[src/rtl/button_arrow_encoder.sv]
// Synchronises and debounces four pushbuttons, then groups presses inside a fixed chord window into one arrow event.
// arrow_valid fires CHORD_CYCLES+1 cycles after the opening press pulse; there is no backpressure.
module button_arrow_encoder #(
  parameter int DEBOUNCE_CYCLES = 500000,
  parameter int DEB_BITS        = 19,
  parameter int CHORD_CYCLES    = 2000000,
  parameter int CHORD_BITS      = 21
) (
  input  logic       clk,
  input  logic       reset,
  input  logic       Up,
  input  logic       Down,
  input  logic       Left,
  input  logic       Right,
  input  logic       enable,
  output logic [3:0] held,
  output logic [3:0] press_pulse,
  output logic [4:0] arrow_code,
  output logic       arrow_valid,
  output logic       chord_err
);

  localparam logic [4:0] ARROW_UP       = 5'd10;
  localparam logic [4:0] ARROW_DOWN     = 5'd11;
  localparam logic [4:0] ARROW_LEFT     = 5'd12;
  localparam logic [4:0] ARROW_RIGHT    = 5'd13;
  localparam logic [4:0] ARROW_UP_DOWN  = 5'd14;
  localparam logic [4:0] ARROW_UP_LEFT  = 5'd15;
  localparam logic [4:0] ARROW_UP_RIGHT = 5'd16;
  localparam logic [4:0] ARROW_DN_LEFT  = 5'd17;
  localparam logic [4:0] ARROW_DN_RIGHT = 5'd18;
  localparam logic [4:0] ARROW_LR       = 5'd19;
  localparam logic [4:0] ARROW_NONE     = 5'd20;

  localparam logic [1:0] S_IDLE    = 2'd0;
  localparam logic [1:0] S_COLLECT = 2'd1;
  localparam logic [1:0] S_EMIT    = 2'd2;

  localparam logic [DEB_BITS-1:0]   DEB_LAST   = DEB_BITS'(DEBOUNCE_CYCLES - 1);
  localparam logic [CHORD_BITS-1:0] CHORD_LAST = CHORD_BITS'(CHORD_CYCLES - 1);

  logic [3:0]                raw;
  logic [3:0]                sync1_q, sync2_q;
  logic [3:0]                held_q, held_d, held_dly_q, pulse_q;
  logic [3:0][DEB_BITS-1:0]  deb_cnt_q, deb_cnt_d;
  logic [1:0]                state_q, state_d;
  logic [3:0]                mask_q, mask_d;
  logic [CHORD_BITS-1:0]     win_cnt_q, win_cnt_d;
  logic [4:0]                code_q, code_d;
  logic                      valid_q, valid_d;
  logic                      err_q, err_d;

  assign raw = {Up, Down, Left, Right};

  function automatic logic [5:0] encode(input logic [3:0] m);
    logic [5:0] r;
    case (m)
      4'b1000: r = {1'b0, ARROW_UP};
      4'b0100: r = {1'b0, ARROW_DOWN};
      4'b0010: r = {1'b0, ARROW_LEFT};
      4'b0001: r = {1'b0, ARROW_RIGHT};
      4'b1100: r = {1'b0, ARROW_UP_DOWN};
      4'b1010: r = {1'b0, ARROW_UP_LEFT};
      4'b1001: r = {1'b0, ARROW_UP_RIGHT};
      4'b0110: r = {1'b0, ARROW_DN_LEFT};
      4'b0101: r = {1'b0, ARROW_DN_RIGHT};
      4'b0011: r = {1'b0, ARROW_LR};
      4'b0000: r = {1'b0, ARROW_NONE};
      default: r = {1'b1, ARROW_NONE};
    endcase
    return r;
  endfunction

  // Any sample matching the held level restarts that button's count.
  always_comb begin
    held_d    = held_q;
    deb_cnt_d = '0;
    for (int i = 0; i < 4; i++) begin
      if (sync2_q[i] != held_q[i]) begin
        if (deb_cnt_q[i] == DEB_LAST) begin
          held_d[i] = sync2_q[i];
        end else begin
          deb_cnt_d[i] = deb_cnt_q[i] + 1'b1;
        end
      end
    end
  end

  always_comb begin
    state_d   = state_q;
    mask_d    = mask_q;
    win_cnt_d = win_cnt_q;
    code_d    = code_q;
    valid_d   = 1'b0;
    err_d     = 1'b0;
    case (state_q)
      S_IDLE: begin
        if (enable && (pulse_q != 4'b0000)) begin
          state_d   = S_COLLECT;
          mask_d    = pulse_q;
          win_cnt_d = '0;
        end
      end
      S_COLLECT: begin
        if (!enable) begin
          state_d   = S_IDLE;
          mask_d    = '0;
          win_cnt_d = '0;
        end else begin
          mask_d = mask_q | pulse_q;
          if (win_cnt_q == CHORD_LAST) begin
            state_d           = S_EMIT;
            win_cnt_d         = '0;
            valid_d           = 1'b1;
            {err_d, code_d}   = encode(mask_d);
          end else begin
            win_cnt_d = win_cnt_q + 1'b1;
          end
        end
      end
      S_EMIT: begin
        // A press landing in the emit cycle opens the next window rather than joining this one.
        if (enable && (pulse_q != 4'b0000)) begin
          state_d   = S_COLLECT;
          mask_d    = pulse_q;
          win_cnt_d = '0;
        end else begin
          state_d = S_IDLE;
          mask_d  = '0;
        end
      end
      default: begin
        state_d   = S_IDLE;
        mask_d    = '0;
        win_cnt_d = '0;
      end
    endcase
  end

  always_ff @(posedge clk or posedge reset) begin
    if (reset) begin
      sync1_q    <= '0;
      sync2_q    <= '0;
      held_q     <= '0;
      held_dly_q <= '0;
      pulse_q    <= '0;
      deb_cnt_q  <= '0;
      state_q    <= S_IDLE;
      mask_q     <= '0;
      win_cnt_q  <= '0;
      code_q     <= ARROW_NONE;
      valid_q    <= 1'b0;
      err_q      <= 1'b0;
    end else begin
      sync1_q    <= raw;
      sync2_q    <= sync1_q;
      held_q     <= held_d;
      held_dly_q <= held_q;
      pulse_q    <= held_q & ~held_dly_q;
      deb_cnt_q  <= deb_cnt_d;
      state_q    <= state_d;
      mask_q     <= mask_d;
      win_cnt_q  <= win_cnt_d;
      code_q     <= code_d;
      valid_q    <= valid_d;
      err_q      <= err_d;
    end
  end

  assign held        = held_q;
  assign press_pulse = pulse_q;
  assign arrow_code  = code_q;
  assign arrow_valid = valid_q;
  assign chord_err   = err_q;

endmodule

[config.mk]
export PLATFORM = sky130hd
export DESIGN_NAME = button_arrow_encoder
export DESIGN_NICKNAME = d
export VERILOG_FILES = /design/src/rtl/button_arrow_encoder.sv
export SDC_FILE = /design/constraint.sdc
export NUM_CORES = 1
export LEC_CHECK = 0
export ABC_AREA = 0
export CAP_MARGIN = 40
export CORE_ASPECT_RATIO = 1.5
export CORE_UTILIZATION = 55
export CTS_BUF_LIST = sky130_fd_sc_hd__clkbuf_4
export DETAILED_ROUTE_END_ITERATION = 6
export PLACE_DENSITY_LB_ADDON = 0.3
export RECOVER_POWER = 50
export SYNTH_ARGS = -nofsm -noshare
export SYNTH_HDL_FRONTEND = slang
export SYNTH_SLANG_ARGS = --single-unit
[constraint.sdc]
create_clock -name clk -period 5.6 [get_ports clk]
set_clock_uncertainty 0.2 [all_clocks]
set_input_delay 1.12 -clock clk [delete_from_list [all_inputs] [get_ports clk]]
set_output_delay 1.12 -clock clk [all_outputs]
set_load 0.05 [all_outputs]
==> results.ini, run 1 <==
[sta]
finalHoldViolCount=0
worst_pin_slew_ns=1.60
setup_ws_ns=2.14
setup_viol=0
slew_headroom_pct=-7.42
fin_setup_tns_ns=0
timing.final.crit_share_pct=61.8
min_period_ns=3.46
timing.fmax_mhz=289
rsz0062_at_grt=false
drv_slew=39

[cells_and_area]
final_util_pct=62.2
antennaDiodeCount=0
areaGrowthSynthToFinish_pct=8.51
nNetsFinal=679
drive_gt1_share_pct=9.35
n_fill_cell=947

[setup_path]
cpPeakStageDelay_ns=1.05
crit_chain=dlygate4sd3_1, clkinvlp_2, clkbuf_2
startpoint=reset
rr_endpoint=deb_cnt_q[26]$_DFF_PP0_
reg2reg_depth=5
critPathKind=primary input to async pin
cpMaxStageDelayCell=clkbuf_2
cpLargestDelayFamily=buffers and inverters
crit_cells=3
crit_buf_inv=3
start_kind=primary input
endpoint_kind=async pin
worstPathMaxFanout=50
r2r-start=deb_cnt_q[19]$_DFF_PP0_
arrival_ns=3.70
ff2ff_setup_slack_ns=2.98
cp.required_ns=5.84

[clock_network]
tritoncts=done
clock_sinks=130
cts_root_buf=clkbuf_4
clkTransAtPathRegs_ns=0.09
post_cts_resized=0
cts_hold_buf=0
numCtsBuffers=17
post-cts-setup-buffers=0
clock_latency_ns=0.52
cts_max_level=4
cts_max_path_buffers=2

[placement]
portBuffers=21
gp_congestion=0.818
dp_hpwl_mm=8.77
dp_slack_ns=2.18

[global_route]
grt_pass1_wl_mm=22.0
grt_pass1_vias=4923
grt_usage_pct=22.4
grt.overflow.total=0
antenna_found_initial=0
grt_max_degree=51

[yosys]
synthTopCellsByArea=dfrtp_1 (50%), xnor2_1 (6.2%), nor2_1 (4.6%)
seq_area_frac_synth_pct=50.8
synth.top_cell.area_share_pct=50.0
avgSynthCellArea_um2=10.0
synth_commonest_cells=dfrtp_1 (128), nor2_1 (78), xnor2_1 (45), nand3_1 (39), nand2_1 (32)
synth_most_common_cell=dfrtp_1
ys_ff_latch=130
async_flop_share_pct=100
synth_edf_count=0
ys_types=55
synth_area_mm2=0.00641
synth_cells=640
synth.net_count=655
yosys.area.top_type=dfrtp_1
yosysWarnings=0
ys.flop_type=dfrtp_1

[routing]
drt_pass1_iterations=7
wl_per_cell_um=15.5
drt_iter0_drc=246
ant_nets=0
routed-via-count=4937
vias_per_cell=6.01
drc_errors=1
wirelength_mm=12.7

[hold_path]
worstHoldEndpoint=sync2_q[1]$_DFF_PP0_
holdCritPathClass=flip-flop to flip-flop
whs_path_depth=0
worstHoldStart=sync1_q[1]$_DFF_PP0_

[floorplanning]
die_x_um=90.1
start_util_pct=57.3
dieArea_mm2=0.0121
std_cell_rows=47
core_mm2=0.0112
io_pins=22
die_y_um=134

[pwr]
ir_drop_mv=0.131
p_leak_nw=2.80
power_density_mw_per_mm2=230

[run_status]
status=finished, violations left
violations=design-rule violations, max-capacitance violations, max-slew violations

[run]
drv_cap=1

[area by class of cell]
| class | instances | area (um^2) | share of cell area (%) |
|---|---|---|---|
| clock inverters | 9 | 68.8 | 0.990 |
| repair buffers | 26 | 249 | 3.58 |
| flip-flops and latches | 130 | 3260 | 46.8 |
| inverters | 28 | 106 | 1.53 |
| multi-input cells | 461 | 2940 | 42.3 |
| clock buffers | 20 | 150 | 2.16 |
| well taps | 147 | 184 | 2.65 |
[worst max path at each step]
stage / endpoint
detailed placement: win_cnt_q[20]$_DFFE_PP0P_
floorplan: arrow_code[0]$_DFFE_PP0P_
CTS: arrow_code[4]
global route: held_dly_q[3]$_DFF_PP0_
global placement: win_cnt_q[20]$_DFFE_PP0P_
finish: deb_cnt_q[16]$_DFF_PP0_
[per-layer routing]
| metal | vias up | part of all wire (%) | global-route usage [%] |
|---|---|---|---|
| met1 | 2452 | 43 | 26.8 |
| met4 | 0 | 0.95 | 7.17 |
| met3 | 10 | 4.2 | 6.18 |
| met2 | 106 | 52 | 39.1 |
| li1 | 2369 | - | - |
| met5 | - | 0 | 0 |
[registers in the layout, summed over array words and instances, names as in the netlist]
register and count:
arrow_code 5, arrow_valid 1, chord_err 1, deb_cnt_q 76
held 4, held_dly_q 4, mask_q 4, press_pulse 4
state_q 2, sync1_q 4, sync2_q 4, win_cnt_q 21
[stage by stage]
stage                     instance area (um^2)  instances  hold slack (ns)  power, W
after global routing                      6950        821            0.179   0.00167
after CTS                                 6960        821            0.159   0.00162
after floorplan                           6410        640            0.131   0.00106
after detailed placement                  6740        792            0.136   0.00109
final                                     6950        821            0.155   0.00160
after global placement                    6720        789            0.132   0.00108
[report_power, final]
part	internal, W	switching, W	total (W)	leakage, nW
sequential	0.000955	0.0000150	0.000970	1.78
clock	0.000220	0.000312	0.000532	0.127
combinational	0.0000363	0.0000624	0.0000987	0.894
total	0.00121	0.000389	0.00160	2.80
[cell usage in the layout (no fill, tap or decap), types with 8 or more instances in the layout]
master           netlist  final
o31ai_1               13     14
dfrtp_1              128    128
clkdlybuf4s50_1        0     15
xor2_1                14     14
o21ai_0               19     19
nand2_1               32     32
inv_1                 28     27
xnor2_1               45     45
nor3_1                15     15
nand3_1               39     39
nor4_1                21     21
or3_1                 15     15
or4_1                 15     15
a21oi_1               29     29
ha_1                   8      8
nor2_1                78     78
or2_2                  8      8
nand4_1               22     22
a22oi_1               13     13
clkbuf_4               0     20
[cells by family after synthesis]
| group | after synthesis | synth area share (%) |
|---|---|---|
| AND/OR/NAND/NOR | 283 | 23.9 |
| flip-flops | 130 | 50.8 |
| AO/OA/AOI/OAI | 100 | 10.4 |
| XOR/XNOR | 59 | 8.06 |
| buffers and inverters | 49 | 3.24 |
| multiplexers | 11 | 2.05 |
| adder cells (fa/ha/maj) | 8 | 1.56 |
(Power assumes the default switching activity.)
==> inputs of run 2 (changes only) <==
clock period = 3.2 ns   (was 5.6 ns; I/O delays follow)
==> run 2 against run 1 <==
Effect of this change:
- non-clock buffer count grew 3
- critical path depth shrank 2
- critical path type is now flip-flop to output pin
- clock power grew 73%
- sequential share of layout area shrank 0.32 points
- the flow now finishes without violations
- cell area grew 0.68%
- power grew 75%
- via count shrank 0.63%
- first-iteration DRC count grew 30%
==> results.ini, run 2 (same netlist as run 1, synthesis figures left out) <==
[sta]
drv_slew=0  ; -100%
hold-worst-slack_ns=0.156  ; +0.000697 ns
setup_viol=0  ; unchanged
slew_headroom_pct=17.7  ; +25 points
worst_pin_slew_ns=1.23  ; -0.375 ns
fin_setup_tns_ns=0  ; unchanged
timing.final.crit_share_pct=86.0
timing.fmax_mhz=363
rsz0062_at_grt=false
min_period_ns=2.75
finalHoldViolCount=0  ; unchanged

[global_route]
grt_max_degree=59  ; +16%
grt_pass1_wl_mm=21.9  ; -0.38%
grt_usage_pct=22.3  ; -0.12 points
grt_pass1_vias=4863  ; -1.2%
grt.overflow.total=0  ; unchanged
antenna_found_initial=0  ; unchanged

[routing]
drt_pass1_iterations=5  ; -2
top_layer=met4
drt_iter0_drc=321  ; +30%
wirelength_mm=12.6  ; -0.61%
wl_met1_mm=5.38  ; -0.54%
ant_nets=0  ; unchanged
met3WireLength_um=556  ; +3.2%
vias_per_cell=5.95  ; -1.1%
wl_per_cell_um=15.3  ; -1.1%
routed-via-count=4906  ; -0.63%
wl_met2_mm=6.52  ; -1.7%
drc_errors=0  ; -1

[setup_path]
endpoint_kind=output pin
crit_chain=clkdlybuf4s50_1
critPathKind=flip-flop to output pin
cpLargestDelayFamily=buffers and inverters
worstPathMaxFanout=2  ; -96%
start_kind=flip-flop
cpPeakStageDelay_ns=0.86  ; -0.19 ns
cpMaxStageDelayCell=clkdlybuf4s50_1
cp.required_ns=2.36  ; -3.48 ns
arrival_ns=1.91  ; -1.79 ns
crit_buf_inv=1  ; -2

[floorplanning]
core_mm2=0.0112  ; unchanged
dieArea_mm2=0.0121  ; unchanged
std_cell_rows=47  ; unchanged
die_y_um=134  ; unchanged
io_pins=22  ; unchanged
start_util_pct=57.3  ; unchanged
die_x_um=90.1  ; unchanged

[clock_network]
numCtsBuffers=17  ; unchanged
cts_root_buf=clkbuf_4
cts_max_level=4  ; unchanged
cts_max_path_buffers=2  ; unchanged
clkTransAtPathRegs_ns=0.09  ; about the same
clock_latency_ns=0.51  ; about the same
cts_hold_buf=0  ; unchanged
post_cts_resized=0  ; unchanged
tritoncts=done
post-cts-setup-buffers=0  ; unchanged
clock_sinks=130  ; unchanged

[pwr]
p_leak_nw=2.82  ; +0.83%
p_switching_w=0.000690  ; +77%
sw_frac_of_total_pct=24.6  ; +0.30 points
comb_power_share_pct=6.5  ; +0.3 points
ir_drop_mv=0.231  ; +76%
power_density_mw_per_mm2=400  ; +74%
p_int_w=0.00211  ; +74%
p_clk_share_pct=32.9  ; -0.3 points
pwr-share-seq_pct=60.6  ; about the same

[placement]
dp_hpwl_mm=8.76  ; -0.17%
dp_cells=795  ; +0.38%
post_dp_cell_area_mm2=0.00679  ; +0.67%
gp_congestion=0.831  ; +1.5%
portBuffers=21  ; unchanged

[run_status]
status=finished, final reports clean

[cells_and_area]
final_cell_area_mm2=0.00700  ; +0.68%
nNetsFinal=682  ; +0.44%
drive_gt1_share_pct=9.59  ; +0.24 points
layout_commonest_cell=dfrtp_1
top_register=deb_cnt_q
largest_reg_flops=76  ; unchanged
areaGrowthSynthToFinish_pct=9.26
n_fill_cell=916  ; -3.3%
final_util_pct=62.7  ; +0.43 points
fin_cells=825  ; +0.49%
antennaDiodeCount=0  ; unchanged
most-common-layout-cells=dfrtp_1 (128), nor2_1 (78), xnor2_1 (45)

[run]
drv_cap=0  ; -1

[hold_path]
holdCritPathClass=flip-flop to flip-flop

-- run 2: cell types whose count changed in the layout (fill, tap and decap cells not counted) --
| cell | before | now |
|---|---|---|
| buf_4 | 3 | 6 |
| buf_6 | 1 | 0 |
| clkinvlp_4 | 1 | 0 |
| clkdlybuf4s50_1 | 15 | 16 |
| clkinv_1 | 3 | 6 |
| o31ai_2 | 1 | 2 |
| o31ai_1 | 14 | 13 |
| dlygate4sd3_1 | 6 | 5 |
| buf_12 | 0 | 2 |
| clkbuf_4 | 20 | 19 |
| clkbuf_2 | 1 | 0 |
-- run 2: final timing paths --
| check | from | slack (ns) | to | cells after the start |
|---|---|---|---|---|
| worst max-delay path | arrow_code[2]$_DFFE_PP1P_ | 0.45 | arrow_code[2] | 1 |
| worst min register to register | sync1_q[3]$_DFF_PP0_ | 0.16 | sync2_q[3]$_DFF_PP0_ | 0 |
| min in group asynchronous | reset | 0.63 | deb_cnt_q[0]$_DFF_PP0_ | 2 |
| max in group asynchronous | reset | 1.30 | arrow_code[4]$_DFFE_PP1P_ | 3 |
| worst min-delay path | sync1_q[3]$_DFF_PP0_ | 0.16 | sync2_q[3]$_DFF_PP0_ | 0 |
| worst max register to register | win_cnt_q[0]$_DFFE_PP0P_ | 0.56 | win_cnt_q[8]$_DFFE_PP0P_ | 5 |
-- run 2: power groups by stage --
| stage | sequential, W | clock (W) | combinational (W) |
|---|---|---|---|
| 3_3_place_gp | 0.00173 | 0 | 0.000175 |
| 2_1_floorplan | 0.00172 | 0 | 0.000139 |
| 3_5_place_dp | 0.00173 | 0 | 0.000188 |
| 5_1_grt | 0.00170 | 0.00101 | 0.000209 |
| 4_1_cts | 0.00170 | 0.000952 | 0.000188 |
| 6_report | 0.00170 | 0.000923 | 0.000183 |
-- run 2: metrics by stage --
stage	setup WS [ns]	power, W
after CTS	0.426	0.00284
after floorplan	0.752	0.00186
final	0.448	0.00280
after global placement	0.558	0.00190
after detailed placement	0.454	0.00192
after global routing	0.384	0.00292
-- run 2: per-layer routing --
layer | global-route usage (%) | up-vias
met5 | 0 | -
met4 | 8.33 | 0
met3 | 5.61 | 22
met2 | 38.2 | 105
met1 | 27.1 | 2407
li1 | - | 2372
-- run 2: area by class of cell --
| class | count | area, um^2 | area share (%) |
|---|---|---|---|
| Inverter | 28 | 106 | 1.52 |
| Timing Repair Buffer | 29 | 295 | 4.22 |
| Tap cell | 147 | 184 | 2.63 |
| Multi-Input combinational cell | 461 | 2940 | 42.1 |
| Clock buffer | 19 | 143 | 2.04 |
| Sequential cell | 130 | 3260 | 46.5 |
| Clock inverter | 11 | 72.6 | 1.04 |
==> inputs of run 3 (changes only) <==
SKIP_LAST_GASP = 1   (was unset)
==> results of run 3 <==
Same layout as run 2: the final DEF is identical, and so are final timing and power.
